[src/rtl/adrv9009_rsp_pkg.sv]
// Shared constants for the ADRV9009 receive-path 16-tap FIR low-pass filter.
package adrv9009_rsp_pkg;

  localparam int unsigned DataW   = 16;
  localparam int unsigned OutW    = 32;
  localparam int unsigned NumTaps = 16;

  // Symmetric Q15 low-pass coefficients; they sum to 32768, so the DC gain is 1.0.
  localparam logic signed [DataW-1:0] Coeffs [NumTaps] = '{
    16'sd128,  -16'sd256, -16'sd512, 16'sd0,
    16'sd1536, 16'sd3072, 16'sd5120, 16'sd7296,
    16'sd7296, 16'sd5120, 16'sd3072, 16'sd1536,
    16'sd0,    -16'sd512, -16'sd256, 16'sd128
  };

endpackage

[src/rtl/rsp_fir_mac.sv]
// FIR multiply-accumulate: registers the 16 full-precision tap products and
// presents their combinational sum. The caller registers the sum.
module rsp_fir_mac
  import adrv9009_rsp_pkg::*;
(
  input  logic                    clk_i,
  input  logic                    reset_i,
  input  logic signed [DataW-1:0] taps_i [NumTaps],
  output logic signed [OutW-1:0]  sum_o
);

  logic signed [OutW-1:0] prod_d [NumTaps];
  logic signed [OutW-1:0] prod_q [NumTaps];
  logic signed [OutW-1:0] sum_d;

  // Full-precision products; 16x16 signed always fits in 32 bits.
  always_comb begin
    for (int k = 0; k < NumTaps; k++) begin
      prod_d[k] = OutW'(taps_i[k]) * OutW'(Coeffs[k]);
    end
  end

  // Product pipeline register (stage 2).
  always_ff @(posedge clk_i or posedge reset_i) begin
    if (reset_i) begin
      for (int k = 0; k < NumTaps; k++) begin
        prod_q[k] <= '0;
      end
    end else begin
      for (int k = 0; k < NumTaps; k++) begin
        prod_q[k] <= prod_d[k];
      end
    end
  end

  // Sum of registered products; worst-case magnitude stays below 2^31, so no guard bits.
  always_comb begin
    sum_d = '0;
    for (int k = 0; k < NumTaps; k++) begin
      sum_d = sum_d + prod_q[k];
    end
  end

  assign sum_o = sum_d;

endmodule

[src/rtl/adrv9009_rsp.sv]
// ADRV9009 receive sample processor: single-rate 16-tap FIR low-pass filter.
// One sample in and one filtered sample out per clock; a sample captured at
// edge n first reaches out after edge n+2.
module adrv9009_rsp
  import adrv9009_rsp_pkg::*;
(
  input  logic              clk,
  input  logic              reset,
  input  logic [DataW-1:0]  in,
  output logic [OutW-1:0]   out
);

  logic signed [DataW-1:0] tap_q [NumTaps];
  logic signed [OutW-1:0]  sum;
  logic signed [OutW-1:0]  out_q;

  // Tap delay line (stage 1): newest sample in tap 0, oldest in tap 15.
  always_ff @(posedge clk or posedge reset) begin
    if (reset) begin
      for (int k = 0; k < NumTaps; k++) begin
        tap_q[k] <= '0;
      end
    end else begin
      tap_q[0] <= $signed(in);
      for (int k = 1; k < NumTaps; k++) begin
        tap_q[k] <= tap_q[k-1];
      end
    end
  end

  rsp_fir_mac u_mac (
    .clk_i   (clk),
    .reset_i (reset),
    .taps_i  (tap_q),
    .sum_o   (sum)
  );

  // Output register (stage 3).
  always_ff @(posedge clk or posedge reset) begin
    if (reset) begin
      out_q <= '0;
    end else begin
      out_q <= sum;
    end
  end

  assign out = out_q;

endmodule

[config.mk]
export PLATFORM = sky130hd
export DESIGN_NAME = adrv9009_rsp
export DESIGN_NICKNAME = d
export VERILOG_FILES = /design/src/rtl/adrv9009_rsp_pkg.sv /design/src/rtl/rsp_fir_mac.sv /design/src/rtl/adrv9009_rsp.sv
export SDC_FILE = /design/constraint.sdc
export NUM_CORES = 2
export LEC_CHECK = 0
export ABC_CLOCK_PERIOD_IN_PS = 30500
export CORE_MARGIN = 3
export CORE_UTILIZATION = 31
export CTS_BUF_LIST = sky130_fd_sc_hd__clkbuf_16
export DETAILED_ROUTE_END_ITERATION = 8
export PLACE_DENSITY = 0.54
export SETUP_SLACK_MARGIN = 0.05
export SYNTH_ARGS = -nofsm -noshare
export SYNTH_HDL_FRONTEND = slang
export SYNTH_SLANG_ARGS = --single-unit
[constraint.sdc]
create_clock -name clk -period 30.5 [get_ports clk]
set_clock_uncertainty 0.05 [all_clocks]
set_input_delay 7.625 -clock clk [delete_from_list [all_inputs] [get_ports clk]]
set_output_delay 7.625 -clock clk [all_outputs]
set_load 0.01 [all_outputs]
==> impl_metrics.env <==
export IMPL_coreArea_sq_mm=0.101
export IMPL_stdcell_count=4150
export IMPL_slew_limit_headroom_pct=35.7
export IMPL_crit_chain="clkdlybuf4s50_1 -> inv_8 -> buf_4 -> buf_4 -> buf_4"
export IMPL_cts_sinks=535
export IMPL_nets=3401
export IMPL_synth_top_cells_by_count="inv_1 (629), dfrtp_1 (535), fa_1 (321), ha_1 (314), xnor2_1 (155)"
export IMPL_cpPeakStageDelay_ps=830
export IMPL_max_clock_freq_mhz=93.7
export IMPL_design_die_area_sq_mm=0.106
export IMPL_synth_seq_area_share_pct=42.3
export IMPL_die_height_microns=325
export IMPL_clk_pin_slew_ps=60
export IMPL_yosys_warnings=0
export IMPL_cts_resized=0
export IMPL_period_share_pct=35.0
export IMPL_ys_seq_elements=535
export IMPL_grtUsageTotal_pct=13.0
export IMPL_start_util_pct=31.4
export IMPL_drv_cap=0
export IMPL_synthCells=2647
export IMPL_cts_buffers=58
export IMPL_slowest_stage="buf_4"
export IMPL_end_kind="async pin"
export IMPL_synth_cell_types=63
export IMPL_place_gp_congestion=0.812
export IMPL_cp_arrival_ps=11250
export IMPL_grt_pass1_wl_mm=108
export IMPL_period_needed_ps=10670
export IMPL_ant_nets=0
export IMPL_nFillCells=9879
export IMPL_synth_top_cells_by_area="dfrtp_1 (42%), fa_1 (20%), ha_1 (12%)"
export IMPL_worstSetupPathType="primary input to async pin"
export IMPL_totalWireLength_mm=66.0
export IMPL_portBuffers=42
export IMPL_grt_pass1_vias=19600
export IMPL_drc=0
export IMPL_async_reset_ff_share_pct=100
export IMPL_drt_iter0_markers=723
export IMPL_cp_start_kind="primary input"
export IMPL_cp_data_required_time_ps=31080
export IMPL_syn_area_sq_mm=0.0316
export IMPL_outcome="complete, no violations"
export IMPL_cts_setup_buffers=0
export IMPL_reg2reg_depth=19
export IMPL_synth_top_area_share_pct=42.3
export IMPL_drv_slew=0
export IMPL_cts_root_buf="clkbuf_16"
export IMPL_worst_slew_pin_transition_ps=961
export IMPL_dr_pass1_iters=4
export IMPL_clock_path_buffers=3
export IMPL_yosysMostFrequentCell="inv_1"
export IMPL_critPathMaxFanout=113
export IMPL_grt_max_degree=153
export IMPL_whs_path_depth=0
export IMPL_antenna_found_initial=2
export IMPL_ios=50
export IMPL_cts_hold_buffers_added=0
export IMPL_syn_avg_cell_area_sq_um=11.9
export IMPL_area_delta_synth_final_pct=12.7
export IMPL_dpl_cell_count=4045
export IMPL_rsz0062_at_grt="false"
export IMPL_ys_flop_type="dfrtp_1"
export IMPL_num_vias=17800
export IMPL_hold_viol_final=0
export IMPL_rows=116
export IMPL_hold_class="flip-flop to flip-flop"
export IMPL_drive_gt1_share_pct=4.05
export IMPL_die_x_microns=325
export IMPL_tns_ps=0
export IMPL_setup_viol=0
export IMPL_hpwl_mm=53.4
export IMPL_grt_ovfl_total=0
export IMPL_routedWlPerCell_microns=15.9
export IMPL_h_tree_depth=2
export IMPL_cp_common_cell="buf_4"
export IMPL_hold_ws_ps=294
export IMPL_yosysTopAreaCell="dfrtp_1"
export IMPL_synth_edf_count=0
export IMPL_viasPerCell=4.29
export IMPL_cts_tree="done"
export IMPL_clock_latency_ps=640
layout by cell type (no fill, tap or decap), types with 17 or more instances in the layout:
master,n
o21a_1,18
xnor2_1,155
nor2b_1,17
nor2_1,85
nor3_1,34
inv_1,636
a21o_1,35
nand2_1,56
clkbuf_16,58
o21ai_0,42
ha_1,314
nand2b_1,21
dfrtp_1,535
fa_1,321
a21oi_1,116
a31oi_1,23
clkdlybuf4s50_1,42
xor2_1,54
cell type report:
| class | instances | area, sq um | share of cell area [%] |
|---|---|---|---|
| Multi-Input combinational cell | 1474 | 15800 | 44.4 |
| Inverter | 629 | 2370 | 6.64 |
| Sequential cell | 535 | 13400 | 37.5 |
| Tap cell | 1357 | 1700 | 4.76 |
| Timing Repair Buffer | 50 | 493 | 1.38 |
| Antenna cell | 1 | 2.50 | 0.00702 |
| Clock buffer | 58 | 1450 | 4.07 |
| Clock inverter | 46 | 418 | 1.17 |
cells by family after synthesis:
family                     after synthesis  synth area share, %
DFF                                    535                 42.3
AOI/OAI and AO/OA                      319                 6.42
buffers and inverters                  644                 7.73
other                                    1               0.0119
muxes                                    4                0.127
adders and majority gates              635                 32.7
and+or+nand+nor                        300                 4.85
xor gates and xnor gates               209                 5.79
sequential cells by signal, summed over array words and instances (netlist names):
signal / flops
u_mac.prod_q: 270
tap_q: 240
out: 25
per-stage QoR:
stage                     utilization, %  setup WS [ps]  instance area [sq um]
after global routing                35.4          19270                  35700
after floorplan                        -           7870                  31600
after CTS                           35.4          19650                  35700
final                               35.4          19830                  35700
after detailed placement            33.6          18970                  33800
after global placement              33.6          19010                  33800
path summary, 6_finish.rpt:
path | from | endpoint | slack (ps)
worst max-delay path | reset | tap_q[38] | 19830
worst min-delay path | tap_q[10] | u_mac.prod_q[17] | 290
worst max register to register | tap_q[129] | out[29] | 24130
worst min register to register | tap_q[10] | u_mac.prod_q[17] | 290
max in group clk | out[17] | out[17] | 21320
min in group asynchronous | reset | out[9] | 7470
critical path, delay by kind of cell:
kind | cells | cell delay [ps]
buffers and inverters | 5 | 3390
routing by layer:
metal / vias to the layer above / GRT usage [%] / wire length [microns]
met3: 84 / 2.00 / 2020
met1: 9024 / 18.3 / 31600
li1: 8502 / - / -
met5: - / 0 / 0
met2: 180 / 21.3 / 30800
met4: 0 / 3.17 / 1480
Power is not shown: default switching activity piles up to over one toggle a cycle in this logic, so the estimate is an artifact.
